<file path="config.mk">
export PLATFORM = sky130hd
export DESIGN_NAME = bit_slice_transmitter
export DESIGN_NICKNAME = d
export VERILOG_FILES = /design/src/rtl/bit_slice_transmitter.sv
export SDC_FILE = /design/constraint.sdc
export NUM_CORES = 1
export LEC_CHECK = 0
export CAP_MARGIN = 5
export CORE_MARGIN = 2
export CORE_UTILIZATION = 65
export CTS_CLUSTER_DIAMETER = 120
export DETAILED_ROUTE_END_ITERATION = 6
export PLACE_DENSITY = 0.85
export SYNTH_ARGS = -nofsm -noshare
export SYNTH_HDL_FRONTEND = slang
export SYNTH_SLANG_ARGS = --single-unit
export TNS_END_PERCENT = 50
</file>
<file path="constraint.sdc">
create_clock -name clk -period 4.49 [get_ports clk]
set_clock_uncertainty 0.05 [all_clocks]
set_input_delay 0.6735 -clock clk [delete_from_list [all_inputs] [get_ports clk]]
set_output_delay 0.6735 -clock clk [all_outputs]
set_load 0.01 [all_outputs]
</file>
<file path="src/rtl/bit_slice_transmitter.sv">
// Bit-slice transmitter: holds M operands of N bits, written one per cycle,
// and on start sends N M-bit slices LSB first (slice k bit j = operand j bit k).
// Ports:
//   clk, rst_n         clock, asynchronous active-low reset
//   i_wr_en/idx/data   operand write (IDLE only, index must be < M)
//   i_clear            zero all operands (IDLE only, beats a same-cycle write)
//   i_start            begin a transfer (IDLE only, beats a same-cycle write)
//   i_slice_ready      downstream accepts the presented slice
//   o_slice_vld/o_slice  registered slice output
//   o_busy             transfer in progress
//   o_done             one-cycle pulse after the last slice is accepted
//   o_wr_err           one-cycle pulse for a rejected write
module bit_slice_transmitter #(
  parameter int unsigned M = 32,
  parameter int unsigned N = 8,
  localparam int unsigned IDX_W = (M > 1) ? $clog2(M) : 1
) (
  input  logic             clk,
  input  logic             rst_n,
  input  logic             i_wr_en,
  input  logic [IDX_W-1:0] i_wr_idx,
  input  logic [N-1:0]     i_wr_data,
  input  logic             i_clear,
  input  logic             i_start,
  input  logic             i_slice_ready,
  output logic             o_slice_vld,
  output logic [M-1:0]     o_slice,
  output logic             o_busy,
  output logic             o_done,
  output logic             o_wr_err
);

  localparam int unsigned CNT_W = (N > 1) ? $clog2(N) : 1;

  typedef enum logic {
    S_IDLE,
    S_SEND
  } state_t;

  state_t           r_state;
  logic [N-1:0]     r_mem [M];
  logic [CNT_W-1:0] r_cnt;
  logic [M-1:0]     r_slice;
  logic             r_vld;
  logic             r_busy;
  logic             r_done;
  logic             r_wr_err;

  logic             w_idx_ok;
  logic [CNT_W-1:0] w_col_sel;
  logic [M-1:0]     w_col;

  // Index range check is only needed when M does not fill the index space.
  if ((1 << IDX_W) == M) begin : g_idx_full
    assign w_idx_ok = 1'b1;
  end else begin : g_idx_part
    assign w_idx_ok = (32'(i_wr_idx) < M);
  end

  // Column to load next: column 0 on start, following column while sending.
  assign w_col_sel = (r_state == S_SEND) ? (r_cnt + CNT_W'(1)) : '0;

  // Gather bit w_col_sel of every operand into one slice.
  always_comb begin
    w_col = '0;
    for (int j = 0; j < int'(M); j++) begin
      w_col[j] = r_mem[j][w_col_sel];
    end
  end

  // Transfer FSM, operand storage and registered outputs.
  always_ff @(posedge clk or negedge rst_n) begin
    if (!rst_n) begin
      r_state  <= S_IDLE;
      r_cnt    <= '0;
      r_slice  <= '0;
      r_vld    <= 1'b0;
      r_busy   <= 1'b0;
      r_done   <= 1'b0;
      r_wr_err <= 1'b0;
      for (int j = 0; j < int'(M); j++) begin
        r_mem[j] <= '0;
      end
    end else begin
      r_done   <= 1'b0;
      r_wr_err <= 1'b0;
      case (r_state)
        S_IDLE: begin
          if (i_clear) begin
            for (int j = 0; j < int'(M); j++) begin
              r_mem[j] <= '0;
            end
          end else if (i_wr_en && !i_start && w_idx_ok) begin
            r_mem[i_wr_idx] <= i_wr_data;
          end
          // A write dropped by clear is silent; one lost to start or a bad index is flagged.
          r_wr_err <= i_wr_en & ~i_clear & (i_start | ~w_idx_ok);
          if (i_start) begin
            r_slice <= i_clear ? '0 : w_col;
            r_vld   <= 1'b1;
            r_busy  <= 1'b1;
            r_cnt   <= '0;
            r_state <= S_SEND;
          end
        end
        S_SEND: begin
          r_wr_err <= i_wr_en;
          if (r_vld && i_slice_ready) begin
            if (r_cnt == CNT_W'(N - 1)) begin
              // Last slice accepted; o_slice keeps its final value.
              r_vld   <= 1'b0;
              r_busy  <= 1'b0;
              r_done  <= 1'b1;
              r_state <= S_IDLE;
            end else begin
              r_cnt   <= r_cnt + CNT_W'(1);
              r_slice <= w_col;
            end
          end
        end
      endcase
    end
  end

  assign o_slice_vld = r_vld;
  assign o_slice     = r_slice;
  assign o_busy      = r_busy;
  assign o_done      = r_done;
  assign o_wr_err    = r_wr_err;

endmodule

</file>
After elaboration in Yosys (flattened, before gate mapping)
Index checks and enable logic that the tools add are counted.
{"block": "word_totals", "ff_bits": 295, "latch_bits": 0, "ramBits": 0, "mem_bits_ro": 0, "mem_count": 0}
{"block": "classes", "addsub": 1, "multipliers": 0, "div": 0, "magnitude_cmp": 3, "eq_ne": 5, "n_shift": 0, "n_mux": 91, "n_bitwise": 5, "reduce_logical": 8}
{"op": "$mux 256", "n": 2}
{"op": "$bwmux 256", "n": 1}
{"op": "$mux 32", "n": 4}
{"op": "$bmux 1 s3", "n": 32}
{"op": "$pmux 32 s2", "n": 1}
{"op": "$mux 1", "n": 41}
{"op": "$demux 8 s5", "n": 1}
{"op": "$mux 3", "n": 4}
{"op": "$mux 8", "n": 1}
{"op": "$ge 6x6->1 const B", "n": 1}
{"op": "$lt 6x1->1 const B", "n": 1}
{"op": "$not 5->6", "n": 1}
{"op": "$pmux 1 s2", "n": 3}
{"op": "$pmux 3 s2", "n": 1}
{"op": "$reduce_and 3->1", "n": 2}
{"op": "$lt 3x4->1 const B", "n": 1}
{"op": "$ne 2x1->1 const B", "n": 2}
{"op": "$ne 2x2->1 const B", "n": 2}
{"op": "$add 3x1->3 const B", "n": 1}
{"op": "$eq 3x3->1 const B", "n": 1}
{"op": "$logic_and 1x1->1", "n": 3}
{"op": "$and 1x1->1", "n": 2}
{"op": "$not 1->1", "n": 2}
{"op": "$reduce_and 2->1", "n": 1}
{"op": "other kinds (2)", "n": 2}

Depth between registers and ports, before layout
{"block": "logic_depth", "depth_word": 8, "depth_mapped": 8, "mapped_depth_nobuf": 6}

Worst setup path after synthesis
Ideal clock, no wire load.
{"block": "synth_path", "kind": "register -> register", "from": "register r_cnt[0]", "to": "register r_slice[10], in the netlist o_slice[10]", "setup_ns": 0.124, "t_arrival_ns": 1.849, "required_ns": 4.316, "setup_slack_ns": 2.467, "stages_incl_launch_ff": 9, "path_buffers": 3, "path_cell_list": "dfrtp_1 ha_1 buf_2 or3b_1 buf_2 buf_6 o22ai_1 a211oi_1 a211o_1"}
{"block": "synth_between", "elab_chain_cells": 7}
{"element": "start: declaration", "line": "42", "rtl": "logic [CNT_W-1:0] r_cnt;"}
{"element": "start signal: assignment", "line": "116", "rtl": "r_cnt <= r_cnt + CNT_W'(1);"}
{"element": "$add 3x1->3", "line": "61", "rtl": "assign w_col_sel = (r_state == S_SEND) ? (r_cnt + CNT_W'(1)) : '0;"}
{"element": "$mux 3", "line": "61"}
{"element": "$bmux 1 s3", "line": "67", "rtl": "w_col[j] = r_mem[j][w_col_sel];"}
{"element": "$mux 1 (not written as such)", "line": "67"}
{"element": "$mux 32 (on tied branches)", "line": "109, 99"}
{"element": "$mux 32 (on tied branches)", "line": "108, 98"}
{"element": "$pmux 32 s2", "line": "87", "rtl": "case (r_state)"}
{"element": "end signal: assignment", "line": "99", "rtl": "r_slice <= i_clear ? '0 : w_col;"}
{"element": "end signal: assignment", "line": "117", "rtl": "r_slice <= w_col;"}
{"element": "end: declaration", "line": "43", "rtl": "logic [M-1:0] r_slice;"}
Parallel ways exist; a longest one is shown, timed or not. The select of a mux whose other input is x is not followed.
A chain may end at the register's enable or synchronous reset.

Worst setup path in the final report
{"block": "layout_path", "from": "register r_cnt[0]", "to": "register r_slice[4], in the netlist o_slice[4]"}
The elaborated chain is that of the path after synthesis.

==> impl_metrics.ini <==
[die]
die_h_um = 144
initial_core_util_pct = 65.9
die_w_um = 144
die-area_um2 = 20800
ios = 55
rows = 51
core_um2 = 19400

[route]
ant_nets = 0
first_pass_iters = 5
drt_iter0_drc = 1169
drc = 0
post_drt_wl_per_cell_um = 26.7
wl_um = 36500
num_vias = 9977
viasPerCell = 7.30

[setup_path]
required_ns = 4.89
critPathKind = register to register
cp.arrival_ns = 3.52
cp-end-kind = register
crit_fanout = 50
r2r_slack_ns = 1.37
setup.worst_path.start_class = register
rr_worst_depth = 6

[timing]
setup_viol_count_final = 0
slew_violations = 0
hold_violations = 0
relSlewSlack_pct = 16.8
rsz0062_at_grt = no
period_needed_ns = 3.12
hold-worst-slack_ns = 0.0886
fmax_ghz = 0.320
tns_ns = 0
fin_crit_sh_pct = 69.5
tightest_slew_ns = 1.24

[power]
powerDensity_nw_per_um2 = 569
cellLeakagePower_nw = 6.20
p_total_mw = 8.30
peakVddDrop_mv = 0.648

[worst_hold_path]
hold_path_class = input pin to async pin

[final_layout]
antennaDiodeCount = 0
drive_above_1_share_pct = 10.6
fin_nets = 1101
area_growth_pct = 14.1
design_area_um2 = 14600
fill_cells = 1269
fin_cells = 1367

[clock_tree]
root_buffer = clkbuf_16
clk_pin_slew_ns = 0.06
cts_made_buffers = 30
postCtsSetupRepairBufs = 0
postCtsHoldBufs = 0
cts_resized = 0
cts_tree = built
cts.sinks = 295
clk_latency_ns = 0.56
clockBufferDepth = 3
h-tree-depth = 1

[job]
max-cap-violations = 0

[synth]
ys_types = 35
seq_area_frac_synth_pct = 57.7
synthCells = 1051
netlist_area_um2 = 12800
async_reset_ff_share_pct = 100
syn-num-nets = 1072
synth_seq_cells = 295
synthFlopType = dfrtp_1
synth_area_per_cell_um2 = 12.2
synth_edf_count = 0
yosysWarningCount = 0

[placement]
hpwl_um = 19300
gp_congestion = 0.831
placed_cells = 1313
dpl-instance-area_um2 = 13500
port_buffers = 54

[grt]
antenna_found_initial = 0
grt.total_usage_pct = 36.5
grt_pass1_wl_um = 57800
grt_max_degree = 99
gr-total-overflow = 0
first_global_vias = 10400

[outcome]
status = finished clean
## cells in the mapped netlist (32+ instances only)
| master | number | area (µm²) |
|---|---|---|
| a211oi_1 | 32 | 240 |
| mux2_2 | 32 | 360 |
| mux2i_1 | 33 | 330 |
| a221oi_1 | 32 | 280 |
| o2bb2ai_1 | 256 | 2240 |
| dfrtp_1 | 295 | 7380 |
| nand2_1 | 82 | 308 |
| inv_1 | 37 | 139 |
| a211o_1 | 32 | 280 |
| o22ai_1 | 65 | 407 |
| clkbuf_1 | 35 | 131 |
| o21ai_0 | 32 | 160 |
## power by group
part	internal, mW	leakage, nW	switching, mW
clock network	1.61	0.526	1.04
registers	2.84	4.07	0.157
logic	1.02	1.61	1.63
## sequential cells by signal (all words and copies together) (netlist names)
name / cells
o_done: 1
o_wr_err: 1
o_busy: 1
r_mem: 256
r_cnt: 3
o_slice: 32
r_state: 1
## worst max-delay path: stages (launching register included)
cell and delay [ns]:
dfrtp_2 0.54, ha_4 0.88, nand2b_1 0.49, buf_4 0.43, o22ai_1 0.23, a211oi_1 0.08
a211o_1 0.25
## routing by layer
metal	GRT usage (%)	vias to the layer above	routed length, µm
met4	18.4	0	1910
met1	50.1	4981	14200
met3	7.81	166	3730
met5	0	-	0
met2	56.0	653	16700
li1	-	4177	-
## cell families after synthesis
logic type      Yosys count  share of synthesized area [%]
flops                   295                           57.7
compound gates          453                           28.4
buf+inv                 118                           4.06
fa+ha+maj                 2                          0.196
simple gates            118                           4.23
mux                      65                           5.40
## through the flow
stage | util [%] | setup slack [ns]
floorplan | - | 2.47
global route | 75.2 | 1.30
detailed placement | 69.7 | 1.43
global placement | 69.7 | 1.45
CTS | 75.2 | 1.44
finish | 75.2 | 1.37
## cells in the final DEF (no fill, tap or decap), drive strengths merged, types with 5 or more instances in the layout
master / instances
dfrtp: 295
clkbuf: 47
a221oi: 32
buf: 25
nor2: 5
mux2i: 33
o22ai: 65
nand2: 82
a211o: 32
mux2: 32
o21ai: 33
a211oi: 32
inv: 38
o2bb2ai: 256
clkdlybuf4s50: 53
## worst paths after layout
| path | startpoint | to |
|---|---|---|
| worst min-delay path | rst_n | r_mem[32] |
| worst max register to register | r_cnt[0] | o_slice[4] |
| worst min register to register | r_mem[204] | r_mem[204] |
| max in group asynchronous | rst_n | r_mem[177] |
| worst max-delay path | r_cnt[0] | o_slice[4] |
| min in group clk | r_mem[204] | r_mem[204] |
## cell type report
type / count / area [µm²] / area share, %
timing repair buffer: 78 / 738 / 5.06
clock inverter: 7 / 114 / 0.781
inverter: 37 / 139 / 0.952
multi-input combinational: 638 / 4930 / 33.8
tap: 265 / 332 / 2.27
sequential: 295 / 7380 / 50.6
clock buffer: 47 / 946 / 6.48
Power figures use the tool's default switching activity.
